--- config.mk ---
export PLATFORM = sky130hd
export DESIGN_NAME = uart_rx
export DESIGN_NICKNAME = d
export VERILOG_FILES = /design/src/rtl/uart_pkg.sv /design/src/rtl/uart_rx_sync_ff.sv /design/src/rtl/uart_rx.sv
export SDC_FILE = /design/constraint.sdc
export NUM_CORES = 1
export LEC_CHECK = 0
export BUFFER_PORTS_ARGS = -buffer_cell sky130_fd_sc_hd__buf_2
export CAP_MARGIN = 10
export CORE_UTILIZATION = 39
export CTS_CLUSTER_DIAMETER = 50
export CTS_CLUSTER_SIZE = 28
export DETAILED_ROUTE_END_ITERATION = 8
export GPL_ROUTABILITY_DRIVEN = 0
export PLACE_DENSITY = 0.66
export SYNTH_ARGS = -nofsm -noshare
export SYNTH_HDL_FRONTEND = slang
export SYNTH_SLANG_ARGS = --single-unit
--- constraint.sdc ---
create_clock -name i_clk -period 3.73 [get_ports i_clk]
set_clock_uncertainty 0.15 [all_clocks]
set_input_delay 0.1865 -clock i_clk [delete_from_list [all_inputs] [get_ports i_clk]]
set_output_delay 0.1865 -clock i_clk [all_outputs]
set_load 0.005 [all_outputs]
--- src/rtl/uart_pkg.sv ---
// Shared UART definitions: receiver state encoding and the default frame format
// used by both the receiver and the future transmitter.
package uart_pkg;

    localparam int UART_OVERSAMPLE  = 4;
    localparam int UART_DATA_BITS   = 8;
    localparam int UART_STOP_BITS   = 1;
    localparam int UART_SYNC_STAGES = 2;

    typedef enum logic [2:0] {
        IDLE,
        START,
        DATA,
        STOP,
        BREAK
    } uart_rx_state_t;

endpackage

--- src/rtl/uart_rx_sync_ff.sv ---
// Generic single-bit synchroniser chain for bringing an asynchronous input
// into the clock domain; the reset value is chosen to match the line's idle level.
module sync_ff #(
    parameter int   STAGES    = 2,
    parameter logic RESET_VAL = 1'b0
) (
    input  logic i_clk,
    input  logic i_rst,
    input  logic i_d,
    output logic o_q
);

    logic [STAGES-1:0] r_sync;

    always_ff @(posedge i_clk) begin
        if (i_rst) begin
            r_sync <= {STAGES{RESET_VAL}};
        end else begin
            r_sync <= {r_sync[STAGES-2:0], i_d};
        end
    end

    assign o_q = r_sync[STAGES-1];

endmodule

--- src/rtl/uart_rx.sv ---
// Oversampling UART receiver: qualifies the start bit at mid-bit, samples data
// LSB first, checks the stop bit and hands bytes out through a one-entry holding register.
module uart_rx
    import uart_pkg::*;
#(
    parameter int OVERSAMPLE  = UART_OVERSAMPLE,
    parameter int DATA_BITS   = UART_DATA_BITS,
    parameter int SYNC_STAGES = UART_SYNC_STAGES
) (
    input  logic                 i_clk,
    input  logic                 i_rst,
    input  logic                 i_baud_tick,
    input  logic                 i_rxd,
    output logic [DATA_BITS-1:0] o_rx_data,
    output logic                 o_rx_valid,
    input  logic                 i_rx_ready,
    output logic                 o_frame_err,
    output logic                 o_overrun
);

    localparam int TW = $clog2(OVERSAMPLE);
    localparam int BW = $clog2(DATA_BITS + 1);

    localparam logic [TW-1:0] TICK_MID  = TW'(OVERSAMPLE / 2 - 1);
    localparam logic [TW-1:0] TICK_LAST = TW'(OVERSAMPLE - 1);
    localparam logic [BW-1:0] BIT_LAST  = BW'(DATA_BITS - 1);

    logic                 w_rxd_s;

    uart_rx_state_t       r_state;
    logic [TW-1:0]        r_tick_cnt;
    logic [BW-1:0]        r_bit_cnt;
    logic [DATA_BITS-1:0] r_shift;
    logic [DATA_BITS-1:0] r_rx_data;
    logic                 r_rx_valid;
    logic                 r_frame_err;
    logic                 r_overrun;

    uart_rx_state_t       w_state_next;
    logic [TW-1:0]        w_tick_next;
    logic [BW-1:0]        w_bit_next;
    logic [DATA_BITS-1:0] w_shift_next;
    logic [DATA_BITS-1:0] w_rx_data_next;
    logic                 w_rx_valid_next;
    logic                 w_frame_err_next;
    logic                 w_overrun_next;
    logic                 w_stop_good;

    sync_ff #(
        .STAGES    (SYNC_STAGES),
        .RESET_VAL (1'b1)
    ) u_rxd_sync (
        .i_clk (i_clk),
        .i_rst (i_rst),
        .i_d   (i_rxd),
        .o_q   (w_rxd_s)
    );

    always_ff @(posedge i_clk) begin
        if (i_rst) begin
            r_state     <= IDLE;
            r_tick_cnt  <= '0;
            r_bit_cnt   <= '0;
            r_shift     <= '0;
            r_rx_data   <= '0;
            r_rx_valid  <= 1'b0;
            r_frame_err <= 1'b0;
            r_overrun   <= 1'b0;
        end else begin
            r_state     <= w_state_next;
            r_tick_cnt  <= w_tick_next;
            r_bit_cnt   <= w_bit_next;
            r_shift     <= w_shift_next;
            r_rx_data   <= w_rx_data_next;
            r_rx_valid  <= w_rx_valid_next;
            r_frame_err <= w_frame_err_next;
            r_overrun   <= w_overrun_next;
        end
    end

    // Frame sequencing; every transition is gated by the baud tick.
    always_comb begin
        w_state_next     = r_state;
        w_tick_next      = r_tick_cnt;
        w_bit_next       = r_bit_cnt;
        w_shift_next     = r_shift;
        w_frame_err_next = 1'b0;
        w_stop_good      = 1'b0;

        if (i_baud_tick) begin
            case (r_state)
                IDLE: begin
                    if (!w_rxd_s) begin
                        w_state_next = START;
                        w_tick_next  = '0;
                    end
                end
                START: begin
                    if (r_tick_cnt == TICK_MID) begin
                        w_state_next = w_rxd_s ? IDLE : DATA;
                        w_tick_next  = '0;
                        w_bit_next   = '0;
                    end else begin
                        w_tick_next = r_tick_cnt + TW'(1);
                    end
                end
                DATA: begin
                    if (r_tick_cnt == TICK_LAST) begin
                        w_shift_next = {w_rxd_s, r_shift[DATA_BITS-1:1]};
                        w_tick_next  = '0;
                        w_bit_next   = r_bit_cnt + BW'(1);
                        if (r_bit_cnt == BIT_LAST) begin
                            w_state_next = STOP;
                        end
                    end else begin
                        w_tick_next = r_tick_cnt + TW'(1);
                    end
                end
                STOP: begin
                    if (r_tick_cnt == TICK_LAST) begin
                        w_tick_next = '0;
                        if (w_rxd_s) begin
                            w_stop_good  = 1'b1;
                            w_state_next = IDLE;
                        end else begin
                            w_frame_err_next = 1'b1;
                            w_state_next     = BREAK;
                        end
                    end else begin
                        w_tick_next = r_tick_cnt + TW'(1);
                    end
                end
                BREAK: begin
                    if (w_rxd_s) begin
                        w_state_next = IDLE;
                    end
                end
                default: begin
                    w_state_next = IDLE;
                end
            endcase
        end
    end

    // A delivery in the same cycle as a handshake replaces the byte, so rx_valid stays high.
    always_comb begin
        w_rx_data_next  = r_rx_data;
        w_rx_valid_next = r_rx_valid;
        w_overrun_next  = 1'b0;

        if (w_stop_good) begin
            if (!r_rx_valid || i_rx_ready) begin
                w_rx_data_next  = r_shift;
                w_rx_valid_next = 1'b1;
            end else begin
                w_overrun_next = 1'b1;
            end
        end else if (r_rx_valid && i_rx_ready) begin
            w_rx_valid_next = 1'b0;
        end
    end

    assign o_rx_data   = r_rx_data;
    assign o_rx_valid  = r_rx_valid;
    assign o_frame_err = r_frame_err;
    assign o_overrun   = r_overrun;

endmodule

==> out/results.tsv <==
stage	metric	value	unit
sta	count of endpoints failing hold in the final timing report	0	
synthesis	Syn Std Cell Area	1370	um^2
floorplanning	total die area	3760	um^2
worst_setup_path	r2r endpoint	r_shift[3]	
global_routing	number of global-route vias before repair	911	
worst_setup_path	Worst EP required	3770	ps
layout	final-stage net count	170	
layout	final core utilization	45.4	%
floorplanning	starting density of the core	40.8	%
global_routing	GRT Residual Overflow	0	
sta	Final min period	2080	ps
power	PD cells	338	nW/um^2
synthesis	total nets after synthesis	154	
synthesis	Mapped Avg Cell Area	9.52	um^2
worst_setup_path	kind of launch point of the worst setup path	flop	
layout	Syn-to-layout area delta	11.4	%
synthesis	share of the synthesized area in the top cell type	43.8	%
worst_setup_path	Critical Path Sink Type	flop	
routing	detailed-router iteration count before antenna repair	4	
clocking	maximum level of the CTS H-tree	2	
min_path	cell depth of the worst min-delay path	4	
placed_design	count of buffers from port buffering	15	
worst_setup_path	R2R depth	4	
sta	measured slew at the worst slew-check pin	530	ps
synthesis	count of flip-flops with a built-in enable after synthesis	0	
worst_setup_path	largest driver fanout on the critical path	16	
synthesis	cell types with the largest area share after synthesis	dfxtp_1 44%, mux2i_1 13%, nor2_1 6.3%	
layout	ratio of cells with drive above 1 in the final layout	19.4	%
sta	worst-case headroom to the max-slew limit	64.6	%
layout	Filler Cell Count	349	
routing	post-detailed-route DRC marker count	0	
clocking	number of sinks handled by clock tree synthesis	30	
synthesis	Yosys warning count	0	
clocking	clock latency at the later pin of the worst-skew pair	320	ps
global_routing	global router's overall resource usage	15.2	%
min_path	worst hold path endpoint	r_state[2]	
layout	area taken by multi-input logic gates	704	um^2
outcome	result of the run	finished clean	
synthesis	Distinct cells, synth	37	
clocking	Root Buffer	clkbuf_4	
floorplanning	DIE WIDTH	61.3	um
layout	area occupied by registers	601	um^2
worst_setup_path	worst r2r src	r_state[1]	
sta	highest attainable clock frequency	481	MHz
synthesis	cells after synthesis	144	
clocking	number of buffers between clock root and the deepest sink	2	
synthesis	Synth Flop Type	dfxtp_1	
floorplanning	Core Area	3360	um^2
synthesis	commonest cells in the netlist	30 x dfxtp_1, 23 x nor2_1, 18 x mux2i_1	
synthesis	share of async-settable or async-resettable flops after synthesis	0	%
routing	final routed wirelength across all metal layers	2460	um
worst_setup_path	type of the worst setup path	flop to flop	
global_routing	global-route wire length before repair	4040	um
layout	total inserted antenna cells	0	
clocking	clock-pin slew reported for the worst setup and hold paths after clock tree synthesis	90	ps
worst_setup_path	Worst Path Arrival	2120	ps
synthesis	share of the yosys chip area belonging to registers	43.8	%
power	static power due to leakage	0.569	nW
synthesis	count leader, synth	dfxtp_1	
routing	detailed-route via count	1057	
power	power consumption	0.000516	W
worst_setup_path	register-to-register setup slack	1650	ps
clocking	Num CTS Buffers	5	
global_routing	largest net degree at the start of global routing	32	
routing	Routed Antenna Nets	0	
synthesis	biggest area consumer among synthesized cells	dfxtp_1	
floorplanning	number of standard-cell rows in the floorplan	21	
power	Max IR drop VDD	0.224	mV
routing	via-per-instance ratio	5.13	
clocking	buffer count from post-CTS setup fixing	0	
run	max-cap violations	0	
floorplanning	num ports	16	
min_path	class of the most critical hold timing path	primary input to flop	
floorplanning	chip height	61.3	um
sta	Setup Total Neg Slack	0	ps
routing	average wire per cell in the routed design	11.9	um
global_routing	antenna violations before repair	0	
sta	Period Utilization, post-route	55.7	%
clocking	clock tree from TritonCTS	built	
sta	endpoints failing setup	0	
routing	DRT iter0 DRCs	43	
sta	number of max-slew violations in the final report	0	
sta	RSZ-0062 raised after global routing	no	
placed_design	half-perimeter wire length of the detailed placement result	1660	um
synthesis	flops & latches, synth	30	
min_path	Min-Delay Startpoint	i_baud_tick	
power by group:
group / switching [W] / internal [W] / leakage (nW)
combinational: 0.00000983 / 0.00000675 / 0.296
clock: 0.000109 / 0.0000676 / 0.0308
sequential: 0.00000229 / 0.000321 / 0.242
per-stage QoR:
step                      hold WS (ps)  std cells  area [um^2]  setup slack [ps]
after global routing               123        206         1530              1430
after detailed placement           227        197         1460              1700
after floorplan                    140        144         1370              2060
after global placement             221        197         1460              1740
final                             93.9        206         1530              1650
after CTS                         91.5        206         1530              1650
registers in the layout, indices dropped and copies added, names as in the netlist:
| name | cells |
|---|---|
| r_shift | 8 |
| o_rx_data | 8 |
| o_frame_err | 1 |
| o_rx_valid | 1 |
| u_rxd_sync.r_sync | 2 |
| r_tick_cnt | 2 |
| r_state | 3 |
| o_overrun | 1 |
| r_bit_cnt | 4 |
what timing repair did:
item	4_1_cts	5_1_grt
hold buffers	2	0
hold endpoints to repair	2	0
resized for setup	0	0
final cells by class:
| type | instances | area share [%] |
|---|---|---|
| Multi-Input combinational cell | 101 | 46.1 |
| Sequential cell | 30 | 39.3 |
| Timing Repair Buffer | 18 | 6.72 |
| Tap cell | 46 | 3.77 |
| Clock buffer | 5 | 2.46 |
| Inverter | 4 | 0.983 |
| Clock inverter | 2 | 0.655 |
worst max path at each step:
stage	startpoint	to	depth (start not counted)
floorplan	r_tick_cnt[0]	o_rx_data[5]	6
global placement	r_state[1]	r_shift[0]	4
detailed placement	r_state[1]	r_shift[4]	4
CTS	r_state[1]	r_shift[3]	4
global route	r_state[1]	r_shift[3]	4
finish	r_state[1]	r_shift[3]	4
cell families (layout without fill, tap and decap cells):
kind of cell | count (synthesis) | count (layout) | share of synthesized area, %
AOI/OAI and AO/OA | 19 | 19 | 9.22
DFF | 30 | 30 | 43.8
and+or+nand+nor | 57 | 57 | 22.8
muxes | 20 | 20 | 14.8
adders and majority gates | 5 | 5 | 4.56
buffers and inverters | 13 | 29 | 4.84
worst max-delay path: stages, from the launching register on:
cell and delay, ps:
dfxtp_1 610, nor3b_2 380, and3_1 490, mux2i_1 250
nor2_1 60
per-layer routing:
layer | global-route usage (%) | part of all wire [%] | vias to the layer above
li1 | - | - | 534
met1 | 18.3 | 47 | 499
met2 | 23.6 | 47 | 22
met3 | 6.93 | 5.2 | 2
met4 | 5.84 | 0.69 | 0
met5 | 0 | 0 | -
cell usage in the layout, fill, tap and decap left out, drive strengths merged, types with 4 or more instances in the layout:
cell type | netlist | final
mux2i | 18 | 18
clkbuf | 2 | 5
nor2 | 24 | 24
buf | 7 | 16
a21oi | 8 | 8
nand3 | 5 | 5
ha | 5 | 5
nand2b | 8 | 8
nor3 | 5 | 5
dfxtp | 30 | 30
inv | 4 | 4
Note: power is estimated with default switching activity, not from simulation.
